## config.mk

```make
export PLATFORM = sky130hd
export DESIGN_NAME = afe_spi_engine_flat
export DESIGN_NICKNAME = d
export VERILOG_FILES = /design/src/rtl/afe_spi_pkg.sv /design/src/rtl/afe_spi_engine_if.sv /design/src/rtl/afe_spi_sclk_gen.sv /design/src/rtl/afe_spi_engine.sv /design/src/flat_wrapper.sv
export SDC_FILE = /design/constraint.sdc
export NUM_CORES = 1
export LEC_CHECK = 0
export ABC_AREA = 1
export CAP_MARGIN = 20
export CORE_ASPECT_RATIO = 0.5
export CORE_MARGIN = 2
export CORE_UTILIZATION = 36
export DETAILED_ROUTE_END_ITERATION = 7
export HOLD_SLACK_MARGIN = 0.06
export PLACE_DENSITY = 0.67
export SLEW_MARGIN = 20
export SYNTH_ARGS = -nofsm -noshare
export SYNTH_HDL_FRONTEND = slang
export SYNTH_SLANG_ARGS = --single-unit
```

## constraint.sdc

```tcl
create_clock -name clk -period 2 [get_ports clk]
set_input_delay 0.4 -clock clk [delete_from_list [all_inputs] [get_ports clk]]
set_output_delay 0.4 -clock clk [all_outputs]
set_load 0.03 [all_outputs]
```

## src/rtl/afe_spi_pkg.sv

```systemverilog
// afe_spi_pkg: shared constants and FSM state type for the AFE SPI register engine.
// Frame layout: 8-bit register address followed by 24-bit data, MSB first.
package afe_spi_pkg;

    localparam int unsigned FRAME_BITS = 32;
    localparam int unsigned ADDR_BITS  = 8;
    localparam int unsigned DATA_BITS  = 24;

    typedef enum logic [2:0] {
        StIdle,
        StSetup,
        StShift,
        StHold,
        StDone
    } afe_spi_state_e;

endpackage

```

## src/rtl/afe_spi_engine_if.sv

```systemverilog
// afe_spi_engine_if: host request/response signals plus the four SPI pins of the AFE link.
//   in_write_begin / in_read_begin : one-cycle request pulses (write wins if both)
//   in_addr / in_wdata             : register address and write data, sampled on begin
//   out_rdata                      : last read data, held until the next read completes
//   out_read_write_done / out_busy : completion pulse and in-progress flag
//   out_spi_sclk / out_spi_mosi / in_spi_miso / out_spi_ste_n : SPI mode 0 pins
//   out_protocol_er                : sticky begin-while-busy flag (AFE_SPI_PROTOCOL_ER_EN only)
// Modports: slave = the engine, master = the host/AFE side.
interface afe_spi_engine_if;
    import afe_spi_pkg::*;

    logic                 in_write_begin;
    logic                 in_read_begin;
    logic [ADDR_BITS-1:0] in_addr;
    logic [DATA_BITS-1:0] in_wdata;
    logic [DATA_BITS-1:0] out_rdata;
    logic                 out_read_write_done;
    logic                 out_busy;
    logic                 out_spi_sclk;
    logic                 out_spi_mosi;
    logic                 in_spi_miso;
    logic                 out_spi_ste_n;
`ifdef AFE_SPI_PROTOCOL_ER_EN
    logic                 out_protocol_er;
`endif

    modport slave (
        input  in_write_begin, in_read_begin, in_addr, in_wdata, in_spi_miso,
        output out_rdata, out_read_write_done, out_busy, out_spi_sclk, out_spi_mosi,
        output out_spi_ste_n
`ifdef AFE_SPI_PROTOCOL_ER_EN
        , output out_protocol_er
`endif
    );

    modport master (
        output in_write_begin, in_read_begin, in_addr, in_wdata, in_spi_miso,
        input  out_rdata, out_read_write_done, out_busy, out_spi_sclk, out_spi_mosi,
        input  out_spi_ste_n
`ifdef AFE_SPI_PROTOCOL_ER_EN
        , input out_protocol_er
`endif
    );

endinterface

```

## src/rtl/afe_spi_sclk_gen.sv

```systemverilog
// afe_spi_sclk_gen: SCLK divider for the AFE SPI engine.
//   clk, in_reset_n : system clock, async active-low reset
//   i_en            : run enable; while low SCLK is held low and the phase counter cleared
//   o_sclk          : SCLK, CLK_DIV clk cycles low then CLK_DIV cycles high per bit
//   o_rise / o_fall : strobes valid in the cycle whose closing edge raises / lowers SCLK
module afe_spi_sclk_gen #(
    parameter int unsigned CLK_DIV = 4
) (
    input  logic clk,
    input  logic in_reset_n,
    input  logic i_en,
    output logic o_sclk,
    output logic o_rise,
    output logic o_fall
);

    localparam logic [7:0] DIV_LAST = 8'(CLK_DIV - 1);

    logic [7:0] r_cnt;
    logic       r_sclk;
    logic       w_toggle;

    assign w_toggle = i_en && (r_cnt == DIV_LAST);
    assign o_rise   = w_toggle && !r_sclk;
    assign o_fall   = w_toggle && r_sclk;
    assign o_sclk   = r_sclk;

    always_ff @(posedge clk or negedge in_reset_n) begin
        if (!in_reset_n) begin
            r_cnt  <= '0;
            r_sclk <= 1'b0;
        end else if (!i_en) begin
            r_cnt  <= '0;
            r_sclk <= 1'b0;
        end else if (w_toggle) begin
            r_cnt  <= '0;
            r_sclk <= !r_sclk;
        end else begin
            r_cnt  <= r_cnt + 8'd1;
        end
    end

endmodule

```

## src/rtl/afe_spi_engine.sv

```systemverilog
// afe_spi_engine: single-register read/write SPI master for an AFE (SPI mode 0, 32-bit frame).
//   clk, in_reset_n : system clock, async active-low reset
//   spi_bus         : afe_spi_engine_if.slave (host handshake + SPI pins)
// Parameters: CLK_DIV (SCLK half-period, 1..255), CS_SETUP / CS_HOLD (STE-to-SCLK guard
// cycles, 1..256). Done arrives CS_SETUP + 64*CLK_DIV + CS_HOLD + 1 cycles after begin.
// Optional: define AFE_SPI_PROTOCOL_ER_EN to add the sticky out_protocol_er flag.
module afe_spi_engine
    import afe_spi_pkg::*;
#(
    parameter int unsigned CLK_DIV  = 4,
    parameter int unsigned CS_SETUP = 2,
    parameter int unsigned CS_HOLD  = 2
) (
    input  logic            clk,
    input  logic            in_reset_n,
    afe_spi_engine_if.slave spi_bus
);

    localparam logic [7:0] SETUP_LAST = 8'(CS_SETUP - 1);
    localparam logic [7:0] HOLD_LAST  = 8'(CS_HOLD - 1);
    localparam logic [4:0] LAST_BIT   = 5'(FRAME_BITS - 1);

    afe_spi_state_e        r_state;
    afe_spi_state_e        w_state_next;
    logic [7:0]            r_tmr;
    logic [4:0]            r_bit_cnt;
    logic [FRAME_BITS-1:0] r_tx;
    logic [DATA_BITS-1:0]  r_rx;
    logic [DATA_BITS-1:0]  r_rdata;
    logic                  r_is_read;
    logic                  r_ste_n;
    logic                  w_begin;
    logic                  w_busy;
    logic                  w_sclk;
    logic                  w_rise;
    logic                  w_fall;
    logic                  w_cs_next;

    assign w_begin = spi_bus.in_write_begin || spi_bus.in_read_begin;
    assign w_busy  = (r_state != StIdle);

    afe_spi_sclk_gen #(
        .CLK_DIV (CLK_DIV)
    ) u_sclk_gen (
        .clk        (clk),
        .in_reset_n (in_reset_n),
        .i_en       (r_state == StShift),
        .o_sclk     (w_sclk),
        .o_rise     (w_rise),
        .o_fall     (w_fall)
    );

    always_ff @(posedge clk or negedge in_reset_n) begin
        if (!in_reset_n) begin
            r_state <= StIdle;
        end else begin
            r_state <= w_state_next;
        end
    end

    always_comb begin
        w_state_next = r_state;
        unique case (r_state)
            StIdle:  if (w_begin) w_state_next = StSetup;
            StSetup: if (r_tmr == SETUP_LAST) w_state_next = StShift;
            StShift: if (w_fall && (r_bit_cnt == LAST_BIT)) w_state_next = StHold;
            StHold:  if (r_tmr == HOLD_LAST) w_state_next = StDone;
            StDone:  w_state_next = StIdle;
            default: w_state_next = StIdle;
        endcase
    end

    // STE is registered from the next state so the pin never glitches on state decode.
    assign w_cs_next = (w_state_next == StSetup) || (w_state_next == StShift) ||
                       (w_state_next == StHold);

    always_ff @(posedge clk or negedge in_reset_n) begin
        if (!in_reset_n) begin
            r_tmr     <= '0;
            r_bit_cnt <= '0;
            r_tx      <= '0;
            r_rx      <= '0;
            r_rdata   <= '0;
            r_is_read <= 1'b0;
            r_ste_n   <= 1'b1;
        end else begin
            r_ste_n <= !w_cs_next;

            if (w_state_next != r_state) begin
                r_tmr <= '0;
            end else if ((r_state == StSetup) || (r_state == StHold)) begin
                r_tmr <= r_tmr + 8'd1;
            end

            if ((r_state == StIdle) && w_begin) begin
                // Write wins a simultaneous request; reads send zeros in the data phase.
                r_is_read <= !spi_bus.in_write_begin;
                r_tx      <= {spi_bus.in_addr,
                              spi_bus.in_write_begin ? spi_bus.in_wdata : {DATA_BITS{1'b0}}};
                r_bit_cnt <= '0;
            end

            if (w_rise) begin
                r_rx <= {r_rx[DATA_BITS-2:0], spi_bus.in_spi_miso};
            end

            // Zero fill leaves MOSI low once the frame has been shifted out.
            if (w_fall) begin
                r_tx      <= {r_tx[FRAME_BITS-2:0], 1'b0};
                r_bit_cnt <= r_bit_cnt + 5'd1;
            end

            if ((r_state == StHold) && (w_state_next == StDone) && r_is_read) begin
                r_rdata <= r_rx;
            end
        end
    end

`ifdef AFE_SPI_PROTOCOL_ER_EN
    logic r_protocol_er;

    always_ff @(posedge clk or negedge in_reset_n) begin
        if (!in_reset_n) begin
            r_protocol_er <= 1'b0;
        end else if (w_busy && w_begin) begin
            r_protocol_er <= 1'b1;
        end
    end

    assign spi_bus.out_protocol_er = r_protocol_er;
`endif

    assign spi_bus.out_rdata           = r_rdata;
    assign spi_bus.out_read_write_done = (r_state == StDone);
    assign spi_bus.out_busy            = w_busy;
    assign spi_bus.out_spi_sclk        = w_sclk;
    assign spi_bus.out_spi_mosi        = r_tx[FRAME_BITS-1];
    assign spi_bus.out_spi_ste_n       = r_ste_n;

endmodule

```

## src/flat_wrapper.sv

```systemverilog
// flat-port wrapper written by rule: the top's interface ports become plain ports
module afe_spi_engine_flat import afe_spi_pkg::*;
#(
    parameter int unsigned CLK_DIV  = 4,
    parameter int unsigned CS_SETUP = 2,
    parameter int unsigned CS_HOLD  = 2
)
  (clk, in_reset_n, spi_bus_in_write_begin, spi_bus_in_read_begin, spi_bus_in_addr, spi_bus_in_wdata, spi_bus_in_spi_miso, spi_bus_out_rdata, spi_bus_out_read_write_done, spi_bus_out_busy, spi_bus_out_spi_sclk, spi_bus_out_spi_mosi, spi_bus_out_spi_ste_n);
  afe_spi_engine_if spi_bus_i ();
  input  logic clk;
  input  logic in_reset_n;
  input wire logic [$bits(spi_bus_i.in_write_begin)-1:0] spi_bus_in_write_begin;
  input wire logic [$bits(spi_bus_i.in_read_begin)-1:0] spi_bus_in_read_begin;
  input wire logic [$bits(spi_bus_i.in_addr)-1:0] spi_bus_in_addr;
  input wire logic [$bits(spi_bus_i.in_wdata)-1:0] spi_bus_in_wdata;
  input wire logic [$bits(spi_bus_i.in_spi_miso)-1:0] spi_bus_in_spi_miso;
  output wire logic [$bits(spi_bus_i.out_rdata)-1:0] spi_bus_out_rdata;
  output wire logic [$bits(spi_bus_i.out_read_write_done)-1:0] spi_bus_out_read_write_done;
  output wire logic [$bits(spi_bus_i.out_busy)-1:0] spi_bus_out_busy;
  output wire logic [$bits(spi_bus_i.out_spi_sclk)-1:0] spi_bus_out_spi_sclk;
  output wire logic [$bits(spi_bus_i.out_spi_mosi)-1:0] spi_bus_out_spi_mosi;
  output wire logic [$bits(spi_bus_i.out_spi_ste_n)-1:0] spi_bus_out_spi_ste_n;
  assign spi_bus_i.in_write_begin = spi_bus_in_write_begin;
  assign spi_bus_i.in_read_begin = spi_bus_in_read_begin;
  assign spi_bus_i.in_addr = spi_bus_in_addr;
  assign spi_bus_i.in_wdata = spi_bus_in_wdata;
  assign spi_bus_i.in_spi_miso = spi_bus_in_spi_miso;
  assign spi_bus_out_rdata = spi_bus_i.out_rdata;
  assign spi_bus_out_read_write_done = spi_bus_i.out_read_write_done;
  assign spi_bus_out_busy = spi_bus_i.out_busy;
  assign spi_bus_out_spi_sclk = spi_bus_i.out_spi_sclk;
  assign spi_bus_out_spi_mosi = spi_bus_i.out_spi_mosi;
  assign spi_bus_out_spi_ste_n = spi_bus_i.out_spi_ste_n;
  afe_spi_engine #(.CLK_DIV(CLK_DIV), .CS_SETUP(CS_SETUP), .CS_HOLD(CS_HOLD)) u_core (.clk(clk), .in_reset_n(in_reset_n), .spi_bus(spi_bus_i));
endmodule
```

==> flow_summary.toml, run 1 <==
[min_path]
hold_class = "reg -> reg"
worst_hold_startpoint = "u_core.u_sclk_gen.r_cnt[0]"
hold_end = "u_core.u_sclk_gen.r_cnt[0]"
worstHoldPathCells = 1

[setup_path]
ff2ff_setup_slack_ns = 0.24
cp-startpoint = "u_core.u_sclk_gen.o_sclk"
max_stage_delay_ns = 0.71
worstSetupPathType = "reg -> out"
cp.required_ns = 1.60
worst_setup_path_start_kind = "register"
crit_path_max_fanout = 5
r2r_cells = 8
cp_slowest_cell = "clkdlybuf4s50_1"
path_cells = "clkdlybuf4s50_1"
worst_r2r_endpoint = "u_core.r_tx[21]"
rr_startpoint = "u_core.u_sclk_gen.r_cnt[0]"
end_kind = "output port"
critPathArrivalTime_ns = 1.51
crit_buf_inv = 1
worst-path-stages = 1
critPathTopFamily = "buffers and inverters"

[clock_network]
clockBufferDepth = 2
clk_pin_slew_ns = 0.07
cts_setup_buffers = 0
clockRootBuffer = "clkbuf_16"
clock-sinks = 107
htreeDepth = 3
cts_tree = "done"
clkLatencyLatePin_ns = 0.34
cts_buffers = 9

[yosys]
synth_cells = 504
synth_area_sq_um = 4540
ys_ff_latch = 107
synth_fp_nets = 546
synth_cell_types = 33
yosysSeqAreaShare_pct = 59.0
synth_top_area_cell = "dfrtp_1"
synth.area.top_cells = "dfrtp_1 58%, nand2_1 14%, o21ai_0 6.0%"
synthArstFlopShare_pct = 100
syn_avg_cell_area_sq_um = 9.00
ys.flop_type = "dfrtp_1"
yosys_warnings = 0
synth_edf_count = 0
netlist.area_leader.share_pct = 58.5

[drt]
drc = 0
drt_iter0_markers = 250
num_vias = 3292
wl_mm = 8.46
wl_per_cell_um = 11.4
ant_nets = 0
dr.pass1.iters = 6
vias_per_cell = 4.44

[floorplan]
die_x_um = 163
start_util_pct = 37.7
die-area_sq_um = 13600
core_region_area_sq_um = 12100
io_pins = 66
rows = 28
die_height_um = 83.4

[cells_and_area]
fill_cells = 1151
fin_area_sq_um = 5690
layout-drive-gt1-share_pct = 7.11
area_growth_pct = 25.4
nets = 615
n_antenna_cell = 0
layout.cells.non_filler = 742

[sta]
fin_crit_ns = 1.91
fin_crit_sh_pct = 95.7
finalHoldViolations = 0
slew_viol_final = 0
rsz0062_at_grt = "false"
skew_ns = 0.0100
tightest_slew_ns = 0.392
relSlewSlack_pct = 73.7
setup_tns_ns = 0
clock.fmax_mhz = 523
finalSetupViolCount = 0

[place]
place_area_sq_um = 5380
dp_hpwl_mm = 5.73
numPlacedInstances = 726
portBuffers = 65
gp_congestion = 0.813

[pwr]
p_leak_nw = 2.48
power_density_nw_per_um2 = 717
vdd_drop_max_mv = 0.367
finalPower_mw = 4.08

[grt]
overflow = 0
antenna_found_initial = 0
grt_pass1_vias = 3287
track_usage_pct = 13.6
grt_pass1_wl_mm = 15.0
grt_max_degree = 50

[flow_run]
drv_cap = 0

[outcome]
status = "complete, no violations"
## placed cells by master (no fill, tap or decap), types with 2 or more instances in the layout
| cell type | count |
|---|---|
| buf_12 | 4 |
| nor3_1 | 7 |
| clkbuf_16 | 9 |
| o21ai_0 | 54 |
| nand2_2 | 3 |
| inv_1 | 41 |
| nand2_1 | 167 |
| clkdlybuf4s50_1 | 62 |
| nor3b_1 | 2 |
| ha_1 | 5 |
| a21oi_1 | 3 |
| nor2_1 | 31 |
| a22o_1 | 2 |
| buf_4 | 9 |
| o211ai_1 | 2 |
| dfrtp_1 | 106 |
| xor2_1 | 4 |
| inv_6 | 2 |
| inv_2 | 4 |
| nand4_1 | 3 |
| nand3_1 | 38 |
## layout make-up
type / instances / area [sq um] / share of cell area [%]
flip-flops and latches: 107 / 2680 / 47.1
inverters: 46 / 175 / 3.08
clock buffers: 11 / 243 / 4.27
clock inverters: 4 / 56.3 / 0.989
multi-input cells: 332 / 1540 / 27.1
repair buffers: 77 / 787 / 13.8
well taps: 165 / 206 / 3.63
## worst reg2reg max path: stages, from the launching register on
cell and delay [ns]:
dfrtp_1 0.39, ha_1 0.22, nand2_1 0.13, nor2_1 0.17, nand3_1 0.18, inv_2 0.24, buf_4 0.22, nand2_1 0.07
nand3_1 0.08
## synthesized netlist by cell type, drive strengths merged, types with 2 or more instances
cell type and count:
nand2 170, buf 15, dfrtp 106, xor2 4, inv 46, o21ai 54, nand4 3, nand3 39
nor3 7, nor3b 2, a21oi 4, clkbuf 4, nor2 33, a22o 2, ha 5, o211ai 2
## power breakdown
| part | internal, mW | switching [mW] | leakage [nW] | total [mW] |
|---|---|---|---|---|
| registers | 2.16 | 0.00115 | 1.29 | 2.17 |
| clock network | 1.01 | 0.780 | 0.147 | 1.79 |
| logic | 0.0695 | 0.0540 | 1.05 | 0.123 |
## what timing repair did
item | in CTS | in global routing
hold buffers | 1 | 0
hold endpoints to repair | 25 | 0
setup endpoints to repair | 1 | 0
gates resized for setup | 1 | 0
## cell families (layout without fill, tap and decap cells)
group	after synthesis	after routing	synth area share [%]
and+or+nand+nor	256	256	23.7
xor gates and xnor gates	5	5	0.965
AOI/OAI and AO/OA	66	66	7.97
DFF	107	107	59.0
adders and majority gates	5	5	1.38
buffers and inverters	65	138	6.95
## worst max path at each step
stage	end	slack (ns)
3_3_place_gp	u_core.r_tx[0]	0.24
2_1_floorplan	spi_bus_out_read_write_done	0.41
4_1_cts	spi_bus_out_spi_sclk	0.06
6_report	spi_bus_out_spi_sclk	0.09
5_1_grt	spi_bus_out_spi_sclk	0.04
3_5_place_dp	u_core.r_tx[0]	0.23
## registers in the layout, summed over array words and instances (netlist names)
signal and flops:
u_core.spi_bus.out_spi_ste_n 1, u_core.r_bit_cnt 5, u_core.r_tx 32, u_core.r_state 3
u_core.r_tmr 8, u_core.u_sclk_gen.r_cnt 8, u_core.u_sclk_gen.o_sclk 1, u_core.spi_bus.out_rdata 24
u_core.r_rx 24, u_core.r_is_read 1
## per-stage QoR
stage,worst slack [ns],hold WS (ns),utilization (%)
after floorplan,0.407,0.104,-
after global placement,0.240,0.355,44.7
after detailed placement,0.227,0.355,44.7
after CTS,0.0605,0.484,47.2
after global routing,0.0439,0.501,47.2
final,0.0866,0.482,47.2
## metal layers
metal | share of wire [%] | vias to the layer above | GRT usage, %
met5 | 0 | - | 0
met4 | 0.92 | 0 | 3.62
met3 | 3.2 | 6 | 3.90
met2 | 46 | 42 | 21.7
met1 | 50 | 1504 | 18.1
li1 | - | 1740 | -
(Power assumes the default switching activity.)
==> run 2, diff against run 1 <==
--- a/config.mk
+++ b/config.mk
@@ -6,11 +6,10 @@
 export NUM_CORES = 1
 export LEC_CHECK = 0
 export ABC_AREA = 1
-export CAP_MARGIN = 20
 export CORE_ASPECT_RATIO = 0.5
-export CORE_MARGIN = 2
 export CORE_UTILIZATION = 36
 export DETAILED_ROUTE_END_ITERATION = 7
+export GPL_TIMING_DRIVEN = 1
 export HOLD_SLACK_MARGIN = 0.06
 export PLACE_DENSITY = 0.67
 export SLEW_MARGIN = 20
==> flow_summary.toml, run 2 (same netlist as run 1, synthesis figures left out) <==
[outcome]
status = "complete, no violations"

[cells_and_area]
area_growth_pct = 25.5
layout_commonest_cell = "nand2_1"
n_antenna_cell = 0
largest_reg_flops = 32
mostFrequentLayoutCells = "167 x nand2_1, 106 x dfrtp_1, 61 x clkdlybuf4s50_1"
top_register = "u_core.r_tx"
fill_cells = 1155
nets = 614
layout-drive-gt1-share_pct = 7.11
layout.cells.non_filler = 742

[clock_network]
cts_setup_buffers = 0
clock-sinks = 107
cts_buffers = 9
htreeDepth = 3
clockBufferDepth = 2
clkLatencyLatePin_ns = 0.35
clk_pin_slew_ns = 0.08
cts_tree = "done"
clockRootBuffer = "clkbuf_16"

[grt]
grt_pass1_wl_mm = 14.4
grt_pass1_vias = 3201
overflow = 0
grt_max_degree = 49
antenna_found_initial = 0
track_usage_pct = 13.8

[setup_path]
max_stage_delay_ns = 0.65
crit_path_max_fanout = 1
path_cells = "clkdlybuf4s50_1"
critPathTopFamily = "buffers and inverters"
cp_slowest_cell = "clkdlybuf4s50_1"
crit_buf_inv = 1
worst_setup_path_start_kind = "register"
cp.required_ns = 1.60
end_kind = "output port"
critPathArrivalTime_ns = 1.51
worstSetupPathType = "reg -> out"

[drt]
num_vias = 3356
vias_per_cell = 4.52
wl_per_cell_um = 11.3
drc = 0
ant_nets = 0
drt_iter0_markers = 171
wl_mm = 8.42
dr.pass1.iters = 4

[sta]
setup_tns_ns = 0
finalSetupViolCount = 0
tightest_slew_ns = 0.405
slew_viol_final = 0
clock.fmax_mhz = 522
whs_ns = 0.482
rsz0062_at_grt = "false"
fin_crit_ns = 1.91
skew_ns = 0.0140
fin_crit_sh_pct = 95.7
relSlewSlack_pct = 73.0
finalHoldViolations = 0

[floorplan]
start_util_pct = 37.7
core_region_area_sq_um = 12100
rows = 28
io_pins = 66
die_x_um = 161
die-area_sq_um = 13100
die_height_um = 81.4

[min_path]
hold_class = "reg -> reg"

[pwr]
vdd_drop_max_mv = 0.390
finalPower_mw = 4.00
power_density_nw_per_um2 = 703
p_leak_nw = 2.50

[flow_run]
drv_cap = 0

[place]
dp_hpwl_mm = 5.79
numPlacedInstances = 725
portBuffers = 65
gp_congestion = 0.771
-- run 2: tightest hold or removal path, delay by kind of cell, from the launching register on --
family / cells / cell delay, ns
flip-flops: 1 / 0.35
AND/OR/NAND/NOR: 2 / 0.10
-- run 2: layout make-up --
type	count	area (sq um)	share of cell area [%]
flip-flops and latches	107	2680	47.0
inverters	46	175	3.08
repair buffers	76	796	14.0
clock inverters	7	68.8	1.21
clock buffers	9	225	3.96
multi-input cells	332	1540	27.1
well taps	165	206	3.63
-- run 2: per-stage QoR --
stage / worst slack (ns) / utilization (%) / cell area, sq um
after detailed placement: 0.150 / 44.7 / 5390
after floorplan: 0.407 / - / 4540
after global placement: 0.148 / 44.7 / 5390
after global routing: 0.0234 / 47.2 / 5690
final: 0.0857 / 47.2 / 5690
after CTS: 0.0449 / 47.2 / 5690
-- run 2: report_power, final --
part           total (mW)  internal [mW]  leakage [nW]  switching (mW)
combinational       0.125         0.0709          1.07          0.0545
sequential           2.16           2.16          1.29         0.00117
clock                1.71          0.877         0.143           0.836
-- run 2: final timing paths --
check | to | from | cells after the start | slack, ns
max | spi_bus_out_spi_ste_n | u_core.spi_bus.out_spi_ste_n | 1 | 0.09
min | u_core.r_tx[11] | u_core.r_tx[11] | 2 | 0.48
max reg2reg | u_core.r_tx[0] | u_core.u_sclk_gen.r_cnt[0] | 8 | 0.24
min reg2reg | u_core.r_tx[11] | u_core.r_tx[11] | 2 | 0.48
max in group asynchronous | u_core.spi_bus.out_spi_ste_n | in_reset_n | 3 | 0.86
min in group asynchronous | u_core.r_tx[0] | in_reset_n | 2 | 0.53
-- run 2: what timing repair did --
item | CTS | global route
pin swaps | 0 | 0
gates resized for setup | 2 | 1
endpoints found under the hold margin | 26 | 0
hold buffers | 1 | 0
endpoints found under the setup margin | 2 | 1
-- run 2: per-layer routing --
layer	routed length [um]	global-route usage, %	up-vias
met2	3930	23.3	42
li1	-	-	1741
met4	91	4.81	0
met3	224	3.27	7
met1	4170	17.6	1566
met5	0	0	-
